<file path="config.mk">
export PLATFORM = sky130hd
export DESIGN_NAME = cacheline_adaptor_flat
export DESIGN_NICKNAME = d
export VERILOG_FILES = /design/src/rtl/cacheline_adaptor_if.sv /design/src/rtl/cacheline_adaptor.sv /design/src/flat_wrapper.sv
export SDC_FILE = /design/constraint.sdc
export NUM_CORES = 1
export LEC_CHECK = 0
export CAP_MARGIN = 20
export CORE_AREA = 4 4 275 277
export CTS_BUF_LIST = sky130_fd_sc_hd__clkbuf_4
export DETAILED_ROUTE_END_ITERATION = 8
export DIE_AREA = 0 0 279 281
export PLACE_DENSITY = 0.68
export SYNTH_ARGS = -nofsm -noshare
export SYNTH_HDL_FRONTEND = slang
export SYNTH_SLANG_ARGS = --single-unit
</file>
<file path="constraint.sdc">
create_clock -name clk -period 3.4 [get_ports clk]
set_clock_uncertainty 0.2 [all_clocks]
set_input_delay 0.68 -clock clk [delete_from_list [all_inputs] [get_ports clk]]
set_output_delay 0.68 -clock clk [all_outputs]
set_load 0.1 [all_outputs]
</file>
<file path="src/rtl/cacheline_adaptor_if.sv">
// Cache-side and memory-side bus bundle for cacheline_adaptor.
//   cache_*   : upstream line request / response from the I/D cache arbiter
//   address_o, read_o, write_o, burst_o : downstream burst request to memory
//   burst_i, resp_i                     : downstream read beat and beat strobe
// Modports:
//   slave  - the adaptor's view (takes cache requests, drives memory bursts)
//   master - the environment's view (arbiter plus memory)
interface cacheline_adaptor_if #(
  parameter int BEAT_W = 64,
  parameter int BEATS  = 4
);
  localparam int LINE_W = BEAT_W * BEATS;

  logic              cache_read;
  logic              cache_write;
  logic [31:0]       cache_addr;
  logic [LINE_W-1:0] cache_wdata;
  logic              cache_resp;
  logic [LINE_W-1:0] cache_data;

  logic [31:0]       address_o;
  logic              read_o;
  logic              write_o;
  logic [BEAT_W-1:0] burst_o;
  logic [BEAT_W-1:0] burst_i;
  logic              resp_i;

  modport slave (
    input  cache_read, cache_write, cache_addr, cache_wdata,
    output cache_resp, cache_data,
    output address_o, read_o, write_o, burst_o,
    input  burst_i, resp_i
  );

  modport master (
    output cache_read, cache_write, cache_addr, cache_wdata,
    input  cache_resp, cache_data,
    input  address_o, read_o, write_o, burst_o,
    output burst_i, resp_i
  );
endinterface

</file>
<file path="src/rtl/cacheline_adaptor.sv">
// Converts one cacheline read/write request from the cache arbiter into a
// BEATS-beat, BEAT_W-bit burst on the memory port, then pulses cache_resp.
// Ports:
//   clk - rising-edge clock
//   rst - asynchronous, active-low reset
//   bus - cacheline_adaptor_if.slave (cache_* upstream, burst port downstream)
// One request is held at a time; the upstream request is sampled only in IDLE.
module cacheline_adaptor #(
  parameter int BEAT_W = 64,
  parameter int BEATS  = 4
) (
  input logic               clk,
  input logic               rst,
  cacheline_adaptor_if.slave bus
);
  localparam int LINE_W = BEAT_W * BEATS;
  localparam int CNT_W  = (BEATS > 1) ? $clog2(BEATS) : 1;
  localparam logic [CNT_W-1:0] LAST_BEAT = CNT_W'(BEATS - 1);
  // Clears the byte-within-line offset bits of the request address.
  localparam logic [31:0] ADDR_MASK = ~(32'(LINE_W / 8) - 32'd1);

  typedef enum logic [1:0] {IDLE, READ, WRITE, DONE} state_t;

  state_t            state_q;
  logic [CNT_W-1:0]  cnt_q;
  logic [LINE_W-1:0] line_q;   // write line being sent, or read line being filled
  logic [LINE_W-1:0] line_d;
  logic [LINE_W-1:0] cdata_q;  // last completed read line, stable across writes
  logic [31:0]       addr_q;
  logic              read_q;
  logic              write_q;
  logic              resp_q;

  // Line buffer with the incoming read beat merged into the current slot.
  always_comb begin
    line_d = line_q;
    line_d[int'(cnt_q) * BEAT_W +: BEAT_W] = bus.burst_i;
  end

  always_ff @(posedge clk or negedge rst) begin
    if (!rst) begin
      state_q <= IDLE;
      cnt_q   <= '0;
      line_q  <= '0;
      cdata_q <= '0;
      addr_q  <= '0;
      read_q  <= 1'b0;
      write_q <= 1'b0;
      resp_q  <= 1'b0;
    end else begin
      resp_q <= 1'b0;
      case (state_q)
        IDLE: begin
          // Read has priority if both requests are ever seen together.
          if (bus.cache_read) begin
            addr_q  <= bus.cache_addr & ADDR_MASK;
            cnt_q   <= '0;
            read_q  <= 1'b1;
            state_q <= READ;
          end else if (bus.cache_write) begin
            addr_q  <= bus.cache_addr & ADDR_MASK;
            line_q  <= bus.cache_wdata;
            cnt_q   <= '0;
            write_q <= 1'b1;
            state_q <= WRITE;
          end
        end
        READ: begin
          if (bus.resp_i) begin
            line_q <= line_d;
            cnt_q  <= cnt_q + CNT_W'(1);
            if (cnt_q == LAST_BEAT) begin
              // Publish the whole line at once so cache_data never shows a
              // partially filled line.
              cdata_q <= line_d;
              read_q  <= 1'b0;
              resp_q  <= 1'b1;
              state_q <= DONE;
            end
          end
        end
        WRITE: begin
          if (bus.resp_i) begin
            cnt_q <= cnt_q + CNT_W'(1);
            if (cnt_q == LAST_BEAT) begin
              write_q <= 1'b0;
              resp_q  <= 1'b1;
              state_q <= DONE;
            end
          end
        end
        DONE: begin
          // One dead cycle keeps a still-held request from being re-taken
          // while cache_resp is high.
          state_q <= IDLE;
        end
        default: state_q <= IDLE;
      endcase
    end
  end

  assign bus.cache_resp = resp_q;
  assign bus.cache_data = cdata_q;
  assign bus.address_o  = addr_q;
  assign bus.read_o     = read_q;
  assign bus.write_o    = write_q;
  assign bus.burst_o    = line_q[int'(cnt_q) * BEAT_W +: BEAT_W];

endmodule

</file>
<file path="src/flat_wrapper.sv">
// flat-port wrapper written by rule: the top's interface ports become plain ports
module cacheline_adaptor_flat 
#(
  parameter int BEAT_W = 64,
  parameter int BEATS  = 4
)
  (clk, rst, bus_cache_read, bus_cache_write, bus_cache_addr, bus_cache_wdata, bus_cache_resp, bus_cache_data, bus_address_o, bus_read_o, bus_write_o, bus_burst_o, bus_burst_i, bus_resp_i);
  cacheline_adaptor_if #(.BEAT_W(BEAT_W), .BEATS(BEATS)) bus_i ();
  input logic clk;
  input logic rst;
  input wire logic [$bits(bus_i.cache_read)-1:0] bus_cache_read;
  input wire logic [$bits(bus_i.cache_write)-1:0] bus_cache_write;
  input wire logic [$bits(bus_i.cache_addr)-1:0] bus_cache_addr;
  input wire logic [$bits(bus_i.cache_wdata)-1:0] bus_cache_wdata;
  output wire logic [$bits(bus_i.cache_resp)-1:0] bus_cache_resp;
  output wire logic [$bits(bus_i.cache_data)-1:0] bus_cache_data;
  output wire logic [$bits(bus_i.address_o)-1:0] bus_address_o;
  output wire logic [$bits(bus_i.read_o)-1:0] bus_read_o;
  output wire logic [$bits(bus_i.write_o)-1:0] bus_write_o;
  output wire logic [$bits(bus_i.burst_o)-1:0] bus_burst_o;
  input wire logic [$bits(bus_i.burst_i)-1:0] bus_burst_i;
  input wire logic [$bits(bus_i.resp_i)-1:0] bus_resp_i;
  assign bus_i.cache_read = bus_cache_read;
  assign bus_i.cache_write = bus_cache_write;
  assign bus_i.cache_addr = bus_cache_addr;
  assign bus_i.cache_wdata = bus_cache_wdata;
  assign bus_cache_resp = bus_i.cache_resp;
  assign bus_cache_data = bus_i.cache_data;
  assign bus_address_o = bus_i.address_o;
  assign bus_read_o = bus_i.read_o;
  assign bus_write_o = bus_i.write_o;
  assign bus_burst_o = bus_i.burst_o;
  assign bus_i.burst_i = bus_burst_i;
  assign bus_i.resp_i = bus_resp_i;
  cacheline_adaptor #(.BEAT_W(BEAT_W), .BEATS(BEATS)) u_core (.clk(clk), .rst(rst), .bus(bus_i));
endmodule
</file>
# Yosys cells after proc, flatten, opt, wreduce, memory -nomap -nowiden
# Index checks and enable logic that the tools add are counted.
# op_classes
bitwise_logic,0
reduce_logical,13
muxes,26
n_eq_ne,14
multipliers,0
shift,3
add_sub_neg,2
order_cmp,0
div,0
# ops
op,n
2-to-1 mux 256 bit,3
one-hot mux 256 bit (2 select lines),1
bitwise mux 256 bit,1
variable shift 64 x 33 -> 256 bit (first input constant),1
variable part select 256 x 9 -> 64 bit,1
variable part select 64 x 33 -> 256 bit,1
2-to-1 mux 32 bit,2
negation 8 -> 33 bit,1
2-to-1 mux 2 bit,7
inequality test 2 bit (second input constant),5
AND reduction 3 bit,3
2-to-1 mux 1 bit,8
inequality test 2 x 1 -> 1 bit (second input constant),4
AND reduction 4 bit,2
nonzero test 2 bit,4
equality test 2 bit (second input constant),3
one-hot mux 2 bit (3 select lines),1
AND reduction 5 bit,1
one-hot mux 1 bit (2 select lines),2
one-hot mux 2 bit (2 select lines),1
inequality test 3 bit (second input constant),1
adder 2 x 1 -> 2 bit (second input constant),1
equality test 2 x 1 -> 1 bit (second input constant),1
zero test 2 bit,1
2 further kinds,2
# totals
elab_cells,66
romBits,0
inputBits,357
latch_bits,0
reg_bits,551
mem_bits_rw,0
n_memories,0
output_inout_bits,355

# Longest topological paths before layout
# Gate-level depths: netlist of run 1.
# logic_depth
depth_word,5
mapped_depth,12
mapped_depth_nobuf,6

# Worst setup path before layout of run 1
# Ideal clock, no wire load.
# synth_timing
path_type,register to register
start,register u_core.cnt_q[1]
end,register u_core.line_q[213]
arrival_time_ns,2.490
path_stages_with_launch,12
setup_slack_ns,0.569
t_required_ns,3.059
path_buffers,5
setup_time_ns,0.141
period_less_slack_ns,2.831
cell_sequence,dfrtp_1 > clkbuf_1 > clkbuf_1 > inv_1 > ha_1 > and4bb_1 > buf_2 > and2_1 > buf_4 > buf_4 > nand2_1 > a31oi_1
# synth_between
elab_chain_len,5
elab_cells_between_ends,6
classes_between,add/sub (1); shift (2); mux (3)
# synth_lines
element,line,rtl
start: declaration,cacheline_adaptor.sv:25,logic [CNT_W-1:0] cnt_q;
start signal: assignment,cacheline_adaptor.sv:71,cnt_q <= cnt_q + CNT_W'(1);
start signal: assignment,cacheline_adaptor.sv:84,cnt_q <= cnt_q + CNT_W'(1);
negation 8 -> 33 bit *,cacheline_adaptor.sv:37,line_d[int'(cnt_q) * BEAT_W +: BEAT_W] = bus.burst_i;
variable part select 64 x 33 -> 256 bit / variable shift 64 x 33 -> 256 bit (equally long branches),cacheline_adaptor.sv:37,
bitwise mux 256 bit *,cacheline_adaptor.sv:37,
2-to-1 mux 256 bit *,cacheline_adaptor.sv:69,if (bus.resp_i) begin
one-hot mux 256 bit (2 select lines) *,cacheline_adaptor.sv:52,case (state_q)
end signal: assignment,cacheline_adaptor.sv:62,line_q <= bus.cache_wdata;
end signal: assignment,cacheline_adaptor.sv:70,line_q <= line_d;
end: declaration,cacheline_adaptor.sv:26,logic [LINE_W-1:0] line_q;
# Every way passes the cells marked *; elsewhere a longest branch is shown, timed or not. The select of a mux whose other input is x is not followed.
# A chain may end at the register's enable or synchronous reset.

# Worst setup path after layout of run 1
# layout_timing
start,register u_core.cnt_q[0]
end,output bus_burst_o[13]
# layout_between
elab_chain_len,1
# layout_lines
element,line,rtl
variable part select 256 x 9 -> 64 bit,cacheline_adaptor.sv:107,assign bus.burst_o = line_q[int'(cnt_q) * BEAT_W +: BEAT_W];
end: declaration,flat_wrapper.sv:20,output wire logic [$bits(bus_i.burst_o)-1:0] bus_burst_o;
# Every way passes these cells.

==> reports/qor.yml, run 1 <==
fp-row-count: 99
slew_headroom_pct: 21.85
die_area_um2: 78400
start_util_pct: 37.95
h-tree-depth: 4
syn_area_um2: 27640
insertion_delay_ps: 1000
path_class: "reg2out"
io_pins: 712
worst_pin_slew_ps: 1172
areaGrowthSynthToFinish_pct: 37.98
outcome: "finished with violations"
critPathTopFamily: "multiplexers"
worstReg2RegStart: "u_core.cnt_q[0]"
multi_input_area_um2: 12590
drv_cap: 0
timing.fmax_ghz: 0.2934
cts.sinks: 546
end_kind: "primary output"
layout-drive-gt1-share_pct: 21.83
path_buf_inv: 3
worstPathCellList: "buf_12 -> buf_16 -> mux4_2 -> buf_12"
crit_path_start_kind: "flip-flop"
drcViolationCount: 0
coreArea_um2: 72830
yosysWarnings: 0
cts_buffers: 156
ys_seq_area_share_pct: 49.43
finalNetCount: 3925
netlist_instances: 2867
antenna_found_initial: 22
critPathMaxFanout: 15
grt_max_degree: 152
ctsRootBufferMaster: "clkbuf_4"
gp_congestion: 0.8923
cp-startpoint: "u_core.cnt_q[0]"
ff2ff_setup_slack_ps: 660
hpwl_um: 75870
grt_pass1_vias: 25830
die_h_um: 281
period_needed_ps: 3409
syn_area_per_cell_um2: 9.642
fin_area_um2: 38140
num_vias: 26420
drtIter0Drc: 2722
chipWidth_um: 279
regArea_um2: 13670
ant_nets: 0
cp_slowest_cell: "mux4_2"
dr.pass1.iters: 6
setup_viol: 4
fin_ws_ps: -8.895
r2r_cells: 9
synth.distinct_cells: 42
violations: "negative setup slack"
dpl-instance-area_um2: 35830
slowest_delay_ps: 580
final_hold_viol_count: 0
tritoncts: "done"
ys_seq_elements: 546
drt-total-wl_um: 114000
overflow: 0
grt_pass1_wl_um: 167700
cts_buffer_depth: 3
required_ps: 2520
slew_violations: 0
avgRoutedWirePerCell_um: 24.52
cp.arrival_ps: 2530
num-fill-cells: 6670
rsz0062_at_grt: "yes"
grt_use_total_pct: 28.12
clkTransAtPathRegs_ps: 70
cpMostUsedCell: "buf_12"
rr_endpoint: "u_core.bus.cache_data[87]"
hold_class: "in2async"
fin_crit_sh_pct: 100.3
routed_via_density: 5.685
portBuffers: 701
==> layout by cell type (no fill, tap or decap), types with 55 or more instances in the layout <==
cell	synthesis	layout
o21ai_0	243	243
clkbuf_4	0	226
nor2b_1	201	201
buf_12	0	105
a211oi_1	88	88
a31oi_1	188	188
o2bb2ai_1	66	66
a221oi_1	66	66
clkdlybuf4s50_1	0	350
a21o_1	92	90
nand2_1	234	234
buf_4	34	335
a2bb2oi_1	55	55
dfrtp_1	546	544
nor2_1	389	389
mux4_2	64	64
inv_1	65	65
a21oi_1	179	179
==> metrics by stage <==
step	setup TNS [ps]	setup slack, ps	std cells	utilization [%]	hold WS (ps)
finish	-20.60	-8.895	4648	52.37	99.47
detailed placement	0	386.9	4348	49.19	270.7
global route	-8193	-167.9	4645	52.36	-18.49
CTS	-4671	-114.9	4624	52.29	10.22
floorplan	0	568.7	2871	-	184.4
global placement	0	416.7	4348	49.19	262.6
==> cell families after synthesis <==
logic type               synth area share (%)
AO/OA/AOI/OAI                           22.93
AND/OR/NAND/NOR                         13.66
flip-flops                              49.43
buffers and inverters                   5.508
multiplexers                            8.016
adder cells (fa/ha/maj)                0.4526
other                                 0.01357
==> sequential cells by signal, summed over array words and instances (netlist names) <==
name                   flops
u_core.bus.address_o      27
u_core.bus.cache_data    256
u_core.bus.cache_resp      1
u_core.bus.read_o          1
u_core.bus.write_o         1
u_core.cnt_q               2
u_core.line_q            256
u_core.state_q             2
==> final cells by class <==
| class | instances | share of cell area, % |
|---|---|---|
| Antenna cell | 24 | 0.1575 |
| Clock buffer | 226 | 4.448 |
| Clock inverter | 39 | 0.8266 |
| Inverter | 66 | 0.6528 |
| Multi-Input combinational cell | 1988 | 33.00 |
| Sequential cell | 546 | 35.84 |
| Tap cell | 959 | 3.146 |
| Timing Repair Buffer | 800 | 21.93 |
==> routing by layer <==
metal  global-route usage [%]  wire, um  up-vias
met1                    36.82     46220    13030
met5                        0        54        -
li1                         -         -    11760
met3                    6.978      9709      259
met4                    12.15      4414        8
met2                    44.65     53550     1369
==> worst max-delay path by stage <==
stage | cells past startpoint | to
4_1_cts | 4 | bus_burst_o[13]
6_report | 4 | bus_burst_o[13]
3_5_place_dp | 5 | u_core.line_q[145]
2_1_floorplan | 11 | u_core.line_q[213]
5_1_grt | 4 | bus_burst_o[13]
3_3_place_gp | 5 | u_core.line_q[153]
==> cells in the mapped netlist <==
master     instances  share of area, %
nand2_1          234               3.2
a21o_1            92               2.5
nand4bb_1          1             0.041
nor2_1           389               5.3
nor2_2             1             0.023
inv_2              1             0.014
mux2i_1           47               1.7
buf_4             34              0.92
nor4b_1            1             0.032
nand4_1            1             0.023
and3b_1            1             0.032
and4bb_1           1             0.045
and2_1             2             0.045
dfrtp_1          546                49
buf_2            104               1.9
nor3b_1            2             0.054
mux4_2            64               5.2
nand3_1            4             0.072
clkbuf_1         122               1.7
inv_1             65              0.88
nor2b_1          201               4.5
a31oi_1          188               4.3
a2bb2oi_1         55               1.7
o21ai_0          243               4.4
buf_1             11              0.15
a221oi_1          66               2.1
and4_1             1             0.032
a211oi_1          88               2.4
a22o_1             2             0.063
nand2b_1           3             0.068
o2bb2ai_1         66               2.1
mux2_2            27               1.1
o21ai_2            1             0.032
nor3_1             4             0.072
and4b_1            1             0.036
a21oi_2            1             0.032
and3_1             2             0.045
nand3b_1           1             0.027
conb_1             1             0.014
a21oi_1          179               3.2
ha_1              10              0.45
o22ai_1            4             0.091
==> repair_timing <==
action                                  CTS  global route
resized for setup                        11             0
buffers inserted                          5             0
gates cloned                              5             0
hold endpoints to repair                412             0
hold buffers                              1             0
endpoints found under the setup margin   64            62
Power of run 1 is not shown: default switching activity piles up to over one toggle a cycle in this logic, so the estimate is an artifact.
==> inputs of run 2 (changes only) <==
--- a/config.mk
+++ b/config.mk
@@ -10,7 +10,7 @@
 export CTS_BUF_LIST = sky130_fd_sc_hd__clkbuf_4
 export DETAILED_ROUTE_END_ITERATION = 8
 export DIE_AREA = 0 0 279 281
-export PLACE_DENSITY = 0.68
+export PLACE_DENSITY = 0.67
 export SYNTH_ARGS = -nofsm -noshare
 export SYNTH_HDL_FRONTEND = slang
 export SYNTH_SLANG_ARGS = --single-unit
==> run 2 against run 1 <==
The flow now finishes without violations. Worst hold slack better by 21 ps. Global-route usage is 0.71 points higher. Worst setup slack better by 16 ps. Design area is 0.32% higher. Final cell count is 0.37% higher. Via count is 0.40% higher. Non-clock buffer count is 18 higher. Die area stayed put. Core utilization is 0.17 points higher. Routed wire length is 2.3% higher.
==> reports/qor.yml, run 2 (synthesis results as in run 1) <==
clkTransAtPathRegs_ps: 60
io_pins: 712
fp-row-count: 99
portBuffers: 701
grt_max_degree: 138
chipWidth_um: 279
dr.pass1.iters: 6
multi_input_area_um2: 12590
cts_buffers: 156
tritoncts: "done"
cts_buffer_depth: 3
r2r_cells: 9
slowest_delay_ps: 520
path_class: "reg2out"
coreArea_um2: 72830
stdcell_count: 4665
grt_pass1_wl_um: 171300
avgRoutedWirePerCell_um: 24.99
areaGrowthSynthToFinish_pct: 38.43
drtIter0Drc: 2506
setup_viol: 0
regArea_um2: 13670
antenna_found_initial: 19
worst_pin_slew_ps: 1005
overflow: 0
critPathMaxFanout: 5
slew_violations: 0
hpwl_um: 76220
final_common_cell: "dfrtp_1"
outcome: "finished clean"
routed_via_density: 5.687
num_vias: 26530
insertion_delay_ps: 980
dp.cells: 4342
cp.arrival_ps: 2510
cp_slowest_cell: "dfrtp_4"
worstReg2RegStart: "u_core.cnt_q[0]"
final_hold_viol_count: 0
worstPathCellList: "buf_12 -> buf_8 -> clkbuf_16 -> mux4_2 -> buf_12"
ff2ff_setup_slack_ps: 470
rsz0062_at_grt: "yes"
hold_class: "in2async"
ant_nets: 0
drcViolationCount: 0
die_area_um2: 78400
grt_use_total_pct: 28.83
rr_endpoint: "u_core.line_q[33]"
timing.fmax_ghz: 0.2948
gp_congestion: 0.8850
finalNetCount: 3943
start_util_pct: 37.95
fin_setup_tns_ps: 0
slew_headroom_pct: 33.01
timing.hold.ws_ps: 120.8
cts.sinks: 546
end_kind: "primary output"
dpl-instance-area_um2: 35540
fin_crit_sh_pct: 99.78
fin_area_um2: 38270
num-fill-cells: 6605
drt-total-wl_um: 116600
period_needed_ps: 3393
h-tree-depth: 4
grt_pass1_vias: 26390
required_ps: 2520
crit_path_start_kind: "flip-flop"
layout-drive-gt1-share_pct: 21.89
drv_cap: 0
cpMostUsedCell: "buf_12"
final_cell_mix: "dfrtp_1, nor2_1, clkdlybuf4s50_1, buf_4, o21ai_0"
ctsRootBufferMaster: "clkbuf_4"
die_h_um: 281
==> run 2: changes by cell type in the layout (fill, tap and decap cells not counted), sizes merged <==
cell	delta
bufbuf	+2
clkbuf	+5
clkinvlp	+2
dlygate4sd3	+18
buf	-3
bufinv	-2
inv	+4
clkinv	-4
diode	-5
==> run 2: timing repair <==
item                                    4_1_cts  5_1_grt
hold buffers                                 19        0
pin swaps                                     0        0
cloned                                        6        1
buffers inserted                              9        0
endpoints found under the hold margin       451        0
endpoints found under the setup margin       64       64
gates resized for setup                      40        7
==> run 2: critical path, delay by kind of cell (launching register included) <==
kind	cells	cell delay, ps
flops	1	520
mux	1	450
buf+inv	4	630
==> run 2: metrics by stage <==
stage,setup slack (ps),utilization (%)
after floorplan,568.7,-
after global placement,369.7,48.79
after detailed placement,303.5,48.79
after CTS,-124.6,52.39
after global routing,-129.3,52.53
final,7.321,52.54
==> run 2: layer usage <==
layer,vias to the layer above,wire (um),track usage [%]
li1,11820,-,-
met1,13050,46940,37.50
met2,1400,55410,45.92
met3,263,9644,6.870
met4,0,4574,13.23
met5,-,0,0
==> run 2: worst max-delay path by stage <==
stage | startpoint | to | slack (ps) | cells past startpoint
2_1_floorplan | u_core.cnt_q[1] | u_core.line_q[213] | 570 | 11
3_3_place_gp | u_core.cnt_q[0] | u_core.line_q[192] | 370 | 7
3_5_place_dp | u_core.cnt_q[0] | u_core.line_q[192] | 300 | 7
4_1_cts | u_core.cnt_q[0] | bus_burst_o[60] | -120 | 5
5_1_grt | u_core.cnt_q[0] | bus_burst_o[59] | -130 | 5
6_report | u_core.cnt_q[0] | bus_burst_o[24] | 7 | 5
==> run 2: final cells by class <==
type	instances	share of cell area (%)
Clock buffer	230	4.512
Inverter	66	0.6507
Tap cell	959	3.136
Antenna cell	19	0.1243
Multi-Input combinational cell	1988	32.91
Clock inverter	39	0.7292
Timing Repair Buffer	818	22.21
Sequential cell	546	35.73
Power of run 2 is left out for the same reason.
==> inputs of run 3 (changes only) <==
--- a/config.mk
+++ b/config.mk
@@ -10,6 +10,7 @@
 export CTS_BUF_LIST = sky130_fd_sc_hd__clkbuf_4
 export DETAILED_ROUTE_END_ITERATION = 8
 export DIE_AREA = 0 0 279 281
+export GPL_TIMING_DRIVEN = 0
 export PLACE_DENSITY = 0.67
 export SYNTH_ARGS = -nofsm -noshare
 export SYNTH_HDL_FRONTEND = slang
==> run 3 against run 2 <==
The run now ends with negative setup slack left. Worst hold slack worse by 18 ps. Critical path depth unchanged. Flip-flop and latch count unchanged. Worst setup slack worse by 160 ps. Design area up 2.5%. Die area unchanged. Global-route usage up 5.0 points. First-iteration DRC count up 44%. Final cell count up 4.4%. Sequential share of layout area down 0.90 points. Via count up 7.6%. Highest routed layer is now met5.
==> reports/qor.yml, run 3 (synthesis results as in run 1) <==
fin_setup_tns_ps: -5143
final_common_cell: "dfrtp_1"
fin_crit_sh_pct: 104.4
grt_use_total_pct: 33.82
grt_pass1_wl_um: 194900
timing.fmax_ghz: 0.2818
slew_headroom_pct: 22.79
die_h_um: 281
dr.pass1.iters: 6
slew_violations: 0
start_util_pct: 37.95
timing.hold.ws_ps: 103.1
grt_pass1_vias: 28290
overflow: 0
end_kind: "primary output"
insertion_delay_ps: 1030
violations: "negative setup slack"
routed_via_density: 5.862
fin_ws_ps: -149.1
gp_congestion: 0.9340
layout-drive-gt1-share_pct: 14.90
avgRoutedWirePerCell_um: 28.30
die_area_um2: 78400
worst_pin_slew_ps: 1158
min_from: "bus_cache_wdata[98]"
drtIter0Drc: 3621
timing.hold.worst_path_depth: 3
hpwl_um: 100700
worstReg2RegStart: "u_core.cnt_q[0]"
drv_cap: 0
hold_end: "u_core.line_q[98]"
r2r_cells: 13
path_class: "reg2out"
period_needed_ps: 3549
antenna_found_initial: 19
fp-row-count: 99
tritoncts: "done"
crit_path_start_kind: "flip-flop"
chipWidth_um: 279
clkTransAtPathRegs_ps: 70
cp.arrival_ps: 2670
final_hold_viol_count: 0
required_ps: 2520
portBuffers: 701
pre_cts_ws_ps: -1412
cts.sinks: 546
rr_endpoint: "u_core.bus.cache_data[134]"
drcViolationCount: 0
outcome: "finished with violations"
num-fill-cells: 6682
grt_max_degree: 106
rsz0062_at_grt: "yes"
io_pins: 712
setup_viol: 63
areaGrowthSynthToFinish_pct: 41.94
drt-total-wl_um: 137800
critPathMaxFanout: 7
finalNetCount: 4149
cts_buffer_depth: 3
h-tree-depth: 4
ctsRootBufferMaster: "clkbuf_4"
ant_nets: 0
ff2ff_setup_slack_ps: 90
num_vias: 28540
cts_buffers: 156
coreArea_um2: 72830
hold_class: "in2reg"
final_cell_mix: "dfrtp_1, nor2_1, clkdlybuf4s50_1, o21ai_0, nand2_1"
[run 3: cell count changes in the layout (fill, tap and decap cells not counted), sizes merged, moves of 2 or more]
cell,before,now
bufbuf,2,0
dlygate4sd3,19,28
dlygate4sd2,0,128
buf,446,235
diode,19,25
dlymetal6s2s,0,157
clkinv,29,35
clkbuf,231,342
[run 3: final cells by class]
class | count | area (um2) | area share, %
clock inverters | 44 | 297.8 | 0.7590
inverters | 66 | 251.5 | 0.6410
clock buffers | 217 | 1629 | 4.152
plain buffers | 270 | 1456 | 3.712
multi-input cells | 1988 | 12500 | 31.86
well taps | 959 | 1200 | 3.058
diodes | 25 | 62.56 | 0.1594
repair buffers | 754 | 8173 | 20.83
flip-flops and latches | 546 | 13660 | 34.83
[run 3: what timing repair did]
action	CTS	global route
setup buffers	10	3
endpoints found under the hold margin	184	0
gates resized for setup	624	209
hold buffers	29	0
setup endpoints to repair	861	494
cloned	2	3
pin swaps	0	1
[run 3: how the worst max path moves through the flow]
stage                     from                          to  slack, ps  cells after the start
3_3_place_gp               rst  u_core.bus.cache_data[153]     -24270                      1
4_1_cts        u_core.cnt_q[0]             bus_burst_o[54]       -240                      5
6_report       u_core.cnt_q[0]             bus_burst_o[54]       -150                      5
5_1_grt        u_core.cnt_q[0]             bus_burst_o[63]       -240                      5
3_5_place_dp   u_core.cnt_q[1]  u_core.bus.cache_data[153]      -1410                     10
2_1_floorplan  u_core.cnt_q[1]          u_core.line_q[213]        570                     11
[run 3: per-layer routing]
layer / share of wire (%) / GRT usage [%] / routed length [um]
met1: 39 / 44.55 / 53890
met2: 46 / 52.71 / 63560
met3: 9.7 / 8.016 / 13330
met4: 5.1 / 16.56 / 7017
met5: 0.0094 / 0 / 13
[run 3: critical path, cell delays in order, from the launching register on]
cell and delay, ps:
dfrtp_1 390, buf_12 170, buf_16 170, buf_12 150
mux4_2 580, buf_12 200
[run 3: through the flow]
stage               cell area (um2)  util [%]  instances
floorplan                     27660         -       2871
global placement              35870     49.25       4531
detailed placement            36040     49.48       4537
CTS                           38480     52.83       4838
global route                  39210     53.84       4859
finish                        39240     53.87       4869
Power of run 3 is left out for the same reason.
